`config.mk`:
```
export PLATFORM = sky130hd
export DESIGN_NAME = change_payout_ctrl
export DESIGN_NICKNAME = d
export VERILOG_FILES = /design/src/rtl/change_payout_ctrl.sv
export SDC_FILE = /design/constraint.sdc
export NUM_CORES = 1
export LEC_CHECK = 0
export CAP_MARGIN = 10
export CORE_MARGIN = 5
export CORE_UTILIZATION = 35
export CTS_BUF_LIST = sky130_fd_sc_hd__clkbuf_4
export DETAILED_ROUTE_END_ITERATION = 12
export PLACE_DENSITY = 0.63
export SYNTH_ARGS = -nofsm -noshare
export SYNTH_HDL_FRONTEND = slang
export SYNTH_SLANG_ARGS = --single-unit
```
`constraint.sdc`:
```
create_clock -name clk -period 2.65 [get_ports clk]
set_clock_uncertainty 0.1 [all_clocks]
set_input_delay 0.265 -clock clk [delete_from_list [all_inputs] [get_ports clk]]
set_output_delay 0.265 -clock clk [all_outputs]
set_load 0.01 [all_outputs]
```
`src/rtl/change_payout_ctrl.sv`:
```
// Change payout sequencer: greedy 20/10/5 coin ejection with timed strobes and per-tube inventory.
// Define PAYOUT_AUDIT_EN to add the total_paid / short_events audit counters.
module change_payout_ctrl #(
  parameter int PULSE_CYCLES = 4,
  parameter int GAP_CYCLES   = 2,
  parameter int INV_W        = 8
) (
  input  logic             clk,
  input  logic             reset,
  input  logic             req_valid,
  input  logic [7:0]       req_amount,
  output logic             req_ready,
  input  logic             load_en,
  input  logic [1:0]       load_sel,
  input  logic [INV_W-1:0] load_count,
  output logic             eject_05,
  output logic             eject_10,
  output logic             eject_20,
  output logic             busy,
  output logic             done,
  output logic [7:0]       shortfall,
  output logic [INV_W-1:0] inv_05,
  output logic [INV_W-1:0] inv_10,
  output logic [INV_W-1:0] inv_20
`ifdef PAYOUT_AUDIT_EN
  ,
  output logic [15:0]      total_paid,
  output logic [7:0]       short_events
`endif
);

  typedef enum logic [2:0] {IDLE, SELECT, PULSE, GAP, DONE} state_t;

  localparam int CNT_W = 16;

  state_t                     state_q, state_d;
  logic [7:0]                 remaining_q, remaining_d;
  logic [7:0]                 shortfall_q, shortfall_d;
  logic [2:0][INV_W-1:0]      inv_q, inv_d;       // index 0=5, 1=10, 2=20
  logic [1:0]                 sel_q, sel_d;
  logic [CNT_W-1:0]           cnt_q, cnt_d;
  logic [2:0]                 eject_q, eject_d;
  logic                       found;
  logic [1:0]                 pick;

  function automatic logic [7:0] coin_value(input logic [1:0] sel);
    case (sel)
      2'd2:    coin_value = 8'd20;
      2'd1:    coin_value = 8'd10;
      default: coin_value = 8'd5;
    endcase
  endfunction

  assign req_ready = (state_q == IDLE) && !load_en;

  always_comb begin
    // NOTE: every signal gets a default first so no path leaves it unassigned and infers a latch.
    state_d     = state_q;
    remaining_d = remaining_q;
    shortfall_d = shortfall_q;
    inv_d       = inv_q;
    sel_d       = sel_q;
    cnt_d       = cnt_q;
    found       = 1'b0;
    pick        = 2'd0;

    case (state_q)
      IDLE: begin
        if (load_en && load_sel != 2'd3) inv_d[load_sel] = load_count;
        if (req_valid && req_ready) begin
          remaining_d = req_amount;
          shortfall_d = 8'd0;
          state_d     = SELECT;
        end
      end
      SELECT: begin
        // Largest coin that fits and is in stock; residues below 5 fall through to shortfall.
        if (remaining_q >= 8'd20 && inv_q[2] != '0) begin
          found = 1'b1; pick = 2'd2;
        end else if (remaining_q >= 8'd10 && inv_q[1] != '0) begin
          found = 1'b1; pick = 2'd1;
        end else if (remaining_q >= 8'd5 && inv_q[0] != '0) begin
          found = 1'b1; pick = 2'd0;
        end
        if (found) begin
          remaining_d = remaining_q - coin_value(pick);
          inv_d[pick] = inv_q[pick] - INV_W'(1);
          sel_d       = pick;
          cnt_d       = '0;
          state_d     = PULSE;
        end else begin
          shortfall_d = remaining_q;
          remaining_d = 8'd0;
          state_d     = DONE;
        end
      end
      PULSE: begin
        if (cnt_q == CNT_W'(PULSE_CYCLES - 1)) begin
          cnt_d   = '0;
          state_d = GAP;
        end else begin
          cnt_d = cnt_q + CNT_W'(1);
        end
      end
      GAP: begin
        if (cnt_q == CNT_W'(GAP_CYCLES - 1)) begin
          cnt_d   = '0;
          state_d = SELECT;
        end else begin
          cnt_d = cnt_q + CNT_W'(1);
        end
      end
      DONE:    state_d = IDLE;
      default: state_d = IDLE;
    endcase

    eject_d = (state_d == PULSE) ? (3'b001 << sel_d) : 3'b000;
  end

  always_ff @(posedge clk or posedge reset) begin
    if (reset) begin
      state_q     <= IDLE;
      remaining_q <= 8'd0;
      shortfall_q <= 8'd0;
      inv_q       <= '0;
      sel_q       <= 2'd0;
      cnt_q       <= '0;
      eject_q     <= 3'b000;
    end else begin
      // NOTE: state registers use non-blocking assignments so all flops update from the same pre-edge values.
      state_q     <= state_d;
      remaining_q <= remaining_d;
      shortfall_q <= shortfall_d;
      inv_q       <= inv_d;
      sel_q       <= sel_d;
      cnt_q       <= cnt_d;
      eject_q     <= eject_d;
    end
  end

  assign eject_05  = eject_q[0];
  assign eject_10  = eject_q[1];
  assign eject_20  = eject_q[2];
  assign busy      = (state_q != IDLE);
  assign done      = (state_q == DONE);
  assign shortfall = shortfall_q;
  assign inv_05    = inv_q[0];
  assign inv_10    = inv_q[1];
  assign inv_20    = inv_q[2];

`ifdef PAYOUT_AUDIT_EN
  logic [15:0] total_paid_q;
  logic [7:0]  short_events_q;
  logic [16:0] paid_sum;

  assign paid_sum = {1'b0, total_paid_q} + 17'(coin_value(sel_d));

  always_ff @(posedge clk or posedge reset) begin
    if (reset) begin
      total_paid_q   <= 16'd0;
      short_events_q <= 8'd0;
    end else begin
      if (state_q == SELECT && state_d == PULSE)
        total_paid_q <= paid_sum[16] ? 16'hFFFF : paid_sum[15:0];
      if (state_q == DONE && shortfall_q != 8'd0 && short_events_q != 8'hFF)
        short_events_q <= short_events_q + 8'd1;
    end
  end

  assign total_paid   = total_paid_q;
  assign short_events = short_events_q;
`endif

endmodule

```
# Word-level counts from Yosys, hierarchy flattened
# Cells that the tools add are included.
# word_totals
inputBits,22
reg_bits,64
word_cells,93
output_inout_bits,38
# op_classes
n_lt_le_gt_ge,7
mux,39
add_sub_neg,3
reduce_logical,20
eq_ne,14
n_shift,1
# op_table
operator,count
8-bit two-way mux,9
24-bit bitwise mux,2
16-bit two-way mux,3
24-bit two-way mux,2
16-bit case mux with 3 select lines,1
24-bit case mux with 2 select lines,1
8-bit demux with 2-bit select,2
8-bit case mux with 2 select lines,2
8-bit nonzero test,3
"16-bit by 1-bit adder with 16-bit output, second input constant",1
8-bit binary-select mux with 2-bit select,1
"16-bit by 1-bit equality test with 1-bit output, second input constant",1
"16-bit by 2-bit equality test with 1-bit output, second input constant",1
3-bit two-way mux,5
3-bit case mux with 4 select lines,1
5-bit case mux with 2 select lines,1
"3-bit by 2-bit equality test with 1-bit output, second input constant",3
"8-bit by 3-bit greater-or-equal comparator with 1-bit output, second input constant",1
"8-bit by 4-bit greater-or-equal comparator with 1-bit output, second input constant",1
"8-bit by 5-bit greater-or-equal comparator with 1-bit output, second input constant",1
1-bit logical AND,8
2-bit two-way mux,4
"8-bit by 1-bit subtractor with 8-bit output, second input constant",1
8-bit subtractor,1
other kinds (16),28

# Depth between registers and ports, before layout
# depth
word_depth,12
ltp_mapped,14
ltp_nobuf,14

# Worst setup path before layout
# No wires, ideal clock.
# synth_path
kind,register -> register
start,reg inv_q (netlist bit inv_20[3])
end,reg remaining_q[7]
arrival_ns,2.722
required_ns,2.429
path_buffers,1
path_stages_with_launch,14
setup_time_ns,0.121
synth_period_minus_slack_ns,2.943
slack_ns,-0.293
cell_sequence,dfrtp_1 -> nor4_1 -> a22oi_2 -> buf_2 -> nor2_1 -> inv_1 -> ha_1 -> nor2b_1 -> o21ai_0 -> a21boi_0 -> o21ai_0 -> nor4b_1 -> o21ai_0 -> a22o_1
# synth_between
elab_chain_len,11
word_cells_on_any_way,14
cone_classes,add/sub (1); eq/ne (2); mux (9); reduce/logical (2)
# synth_lines
item,line_no,text
"start, declared",39,"logic [2:0][INV_W-1:0] inv_q, inv_d;"
"start signal, assigned",134,inv_q <= inv_d;
8-bit nonzero test *,78,if (remaining_q >= 8'd20 && inv_q[2] != '0) begin
1-bit logical AND *,78,
2-bit two-way mux,78,
2-bit two-way mux,67,case (state_q)
2-bit by 1-bit equality test with 1-bit output / 2-bit equality test (equally long branches),47,case (sel)
5-bit case mux with 2 select lines,47,
8-bit two-way mux,85,if (found) begin
8-bit two-way mux,67,
8-bit subtractor,86,remaining_d = remaining_q - coin_value(pick);
8-bit two-way mux *,85,
8-bit case mux with 2 select lines *,67,
"end signal, assigned",132,remaining_q <= remaining_d;
"end, declared",37,"logic [7:0] remaining_q, remaining_d;"
# Mark *: on every way between the ends. The rest lies on a longest branch, timed or not. The select of a mux whose other input is x is not followed.
# A chain may end at the register's enable or synchronous reset.

# Final worst setup path
# layout_path
start,reg inv_q (netlist bit inv_20[6])
end,reg remaining_q[5]
# The elaborated chain is that of the path after synthesis.

==> results.py <==
metrics = {
    "sta": {
        "drv_slew": 0,
        "max_slew_margin_pct": 30.5,
        "worst_slack_ns": -0.103,
        "min_period_over_period_pct": 104,
        "rsz0062_at_grt": "yes",
        "finalCriticalPeriod_ns": 2.75,
        "final_hold_viol_count": 0,
        "worstMarginPinSlew_ns": 1.03,
        "setup_viol_count_final": 6,
        "fmax_mhz": 363,
    },
    "global_routing": {
        "grt_overflow": 0,
        "grt_use_total_pct": 17.9,
        "grt_first_pass_wirelength_um": 17800,
        "grt_max_degree": 65,
        "grt_pass1_vias": 3474,
        "antenna_found_initial": 0,
    },
    "power_and_ir_drop": {
        "power_density_mw_per_mm2": 1240,
        "max-vdd-ir-drop_v": 0.000420,
        "leakage_uw": 0.00220,
    },
    "yosys": {
        "syn_area_mm2": 0.00358,
        "synth_seq_cells": 64,
        "synth_edf_count": 0,
        "yosysTopAreaCellShare_pct": 44.7,
        "postSynthCellCount": 392,
        "async_flop_share_pct": 100,
        "syn_area_per_cell_um2": 9.14,
        "synth.most_common_cell": "o21ai_0",
        "yosysTopAreaCell": "dfrtp_1",
        "syn_nets": 423,
        "synth.area.top_cells": "dfrtp_1, o21ai_0, nand2_1",
        "synth_cell_types": 49,
        "synth_seq_area_share_pct": 44.7,
        "synthTopCellsByCount": "o21ai_0, dfrtp_1, nand2_1",
        "ys_warn_count": 0,
        "ys.flop_type": "dfrtp_1",
    },
    "placed_design": {
        "port_buffers": 59,
        "dp_hpwl_um": 8210,
        "place_area_mm2": 0.00477,
        "finalWeightedCongestion": 0.941,
    },
    "clock_network": {
        "cts.sinks": 64,
        "cts_inserted_buffers": 9,
        "htree_levels": 3,
        "cts_tree": "yes",
        "clkTransAtPathRegs_ns": 0.09,
        "cts_buffer_depth": 2,
        "postCtsHoldBufs": 0,
        "clkLatencyLatePin_ns": 0.44,
        "cts_root_buf": "clkbuf_4",
    },
    "worst_setup_path": {
        "arrival_ns": 2.96,
        "reg2reg_depth": 12,
        "required_ns": 2.86,
        "reg2reg_slack_ns": -0.10,
        "crit_top_cell": "buf_4",
        "crit_chain": "nor4_4, a22oi_2, nor2_2, inv_2, buf_4, buf_4, ha_1, a21boi_2, o21ai_2, nor2b_2, o21ai_0, a221o_1",
        "slowest_delay_ns": 0.42,
        "r2r-end": "remaining_q[5]$_DFFE_PP0P_",
        "crit_path_end_kind": "flip-flop",
        "startpoint_type": "flip-flop",
        "r2r_start": "inv_20[6]$_DFFE_PP0P_",
        "cpMaxStageDelayCell": "dfrtp_1",
        "cp_max_fo": 3,
        "worst-setup-path-type": "flip-flop to flip-flop",
    },
    "floorplan": {
        "pin_count": 60,
        "fp.dieArea_mm2": 0.0124,
        "core_mm2": 0.0101,
        "initial_core_util_pct": 35.3,
        "die_y_um": 111,
        "rows": 37,
        "die_x_um": 111,
    },
    "final_layout": {
        "n_fill_cell": 946,
        "diodes": 0,
        "layout-drive-gt1-share_pct": 26.2,
        "utilization_pct": 51.0,
        "syn_to_final_growth_pct": 44.2,
        "layout.nets": 549,
        "stdcell_area_mm2": 0.00517,
        "multiInputGateArea_mm2": 0.00215,
        "register_area_mm2": 0.00160,
    },
    "worst_hold_path": {
        "hold_class": "input pin to asynchronous set/reset pin",
    },
    "detailed_routing": {
        "vias": 3488,
        "first_pass_iters": 5,
        "finalWirelength_um": 11100,
        "drc": 0,
        "drt_iter0_markers": 172,
        "via_per_inst": 5.32,
        "detail_route.wl_per_cell_um": 17.0,
        "antenna_left": 0,
    },
    "status": {
        "status": "finished, violations left",
        "violations": "setup timing",
    },
    "flow_run": {
        "max-cap-violations": 0,
    },
}
==> cell usage in the layout (no fill, tap or decap), types with 3 or more instances in the layout <==
master,n
nor3_1,5
o21ai_0,52
a21oi_1,4
o21a_1,7
inv_1,6
a22oi_1,9
nor4_1,4
nor3b_1,7
nand2b_1,10
o21ai_1,13
inv_2,3
buf_4,62
and3_1,7
a221o_2,6
nor2_1,21
buf_6,4
nand2_2,4
and2_1,3
nor4_2,3
a32oi_1,6
nand3_1,6
o21ai_2,10
a22o_1,13
xor2_1,5
a221o_1,3
nand2_1,57
dfrtp_1,64
ha_1,5
clkbuf_4,10
clkdlybuf4s50_1,59
==> sequential cells by signal, indices dropped and copies added, names as in the netlist <==
signal,flops
eject_q,3
inv_20,8
inv_10,8
remaining_q,8
shortfall,8
cnt_q,16
sel_q,2
state_q,3
inv_05,8
==> critical path, delay by kind of cell (launching register included) <==
family / cells / cell delay (ns)
and+or+nand+nor: 3 / 0.66
buffers and inverters: 3 / 0.35
adders and majority gates: 1 / 0.28
DFF: 1 / 0.42
AOI/OAI and AO/OA: 5 / 0.82
==> stage by stage <==
step | cells | worst slack (ns) | hold slack (ns) | TNS (ns) | power [uW]
2_1_floorplan | 392 | -0.122 | 0.311 | -0.223 | 3540
3_3_place_gp | 632 | -0.0622 | 0.366 | -0.0700 | 5250
3_5_place_dp | 632 | -0.150 | 0.370 | -0.408 | 5290
4_1_cts | 645 | -0.164 | 0.109 | -0.366 | 5880
5_1_grt | 656 | -0.245 | 0.150 | -1.94 | 6880
6_report | 656 | -0.103 | 0.107 | -0.319 | 6420
==> worst max path at each step <==
stage / from / end / slack (ns) / cells past startpoint
after floorplan: remaining_q[7]$_DFFE_PP0P_ / remaining_q[6]$_DFFE_PP0P_ / -0.12 / 14
after global placement: remaining_q[7]$_DFFE_PP0P_ / remaining_q[6]$_DFFE_PP0P_ / -0.06 / 13
after detailed placement: remaining_q[7]$_DFFE_PP0P_ / remaining_q[6]$_DFFE_PP0P_ / -0.15 / 13
after global routing: inv_20[6]$_DFFE_PP0P_ / remaining_q[5]$_DFFE_PP0P_ / -0.24 / 12
after CTS: remaining_q[6]$_DFFE_PP0P_ / remaining_q[6]$_DFFE_PP0P_ / -0.16 / 13
final: inv_20[6]$_DFFE_PP0P_ / remaining_q[5]$_DFFE_PP0P_ / -0.10 / 12
==> routing by layer <==
layer	vias to the layer above	share of wire [%]	track usage, %
li1	1706	-	-
met2	91	48	28.8
met1	1675	45	23.9
met3	16	5.0	4.20
met4	0	1.6	5.52
met5	-	0	0
==> timing repair <==
action                     CTS  global route
gates resized for setup      5            54
setup endpoints to repair    9            30
setup buffers                0            12
pin swaps                    4            24
gates cloned                 0             0
==> power breakdown <==
part,switching (uW),total [uW],internal (uW)
Sequential,319,1660,1340
Clock,341,522,181
Combinational,2090,4230,2140
==> final cells by class <==
cell class	count	area share, %
multi-input cells	308	41.7
flip-flops and latches	64	31.0
repair buffers	126	21.7
clock inverters	3	0.242
inverters	9	0.654
well taps	136	3.29
clock buffers	10	1.45
==> cell families (layout without fill, tap and decap cells) <==
logic type / Yosys count / in the layout / synth area share (%)
AND/OR/NAND/NOR: 149 / 149 / 21.1
AO/OA/AOI/OAI: 137 / 137 / 25.2
flip-flops: 64 / 64 / 44.7
buffers and inverters: 20 / 148 / 2.41
XOR/XNOR: 12 / 12 / 2.93
adder cells (fa/ha/maj): 9 / 9 / 3.35
multiplexers: 1 / 1 / 0.279
(Power assumes the default switching activity.)
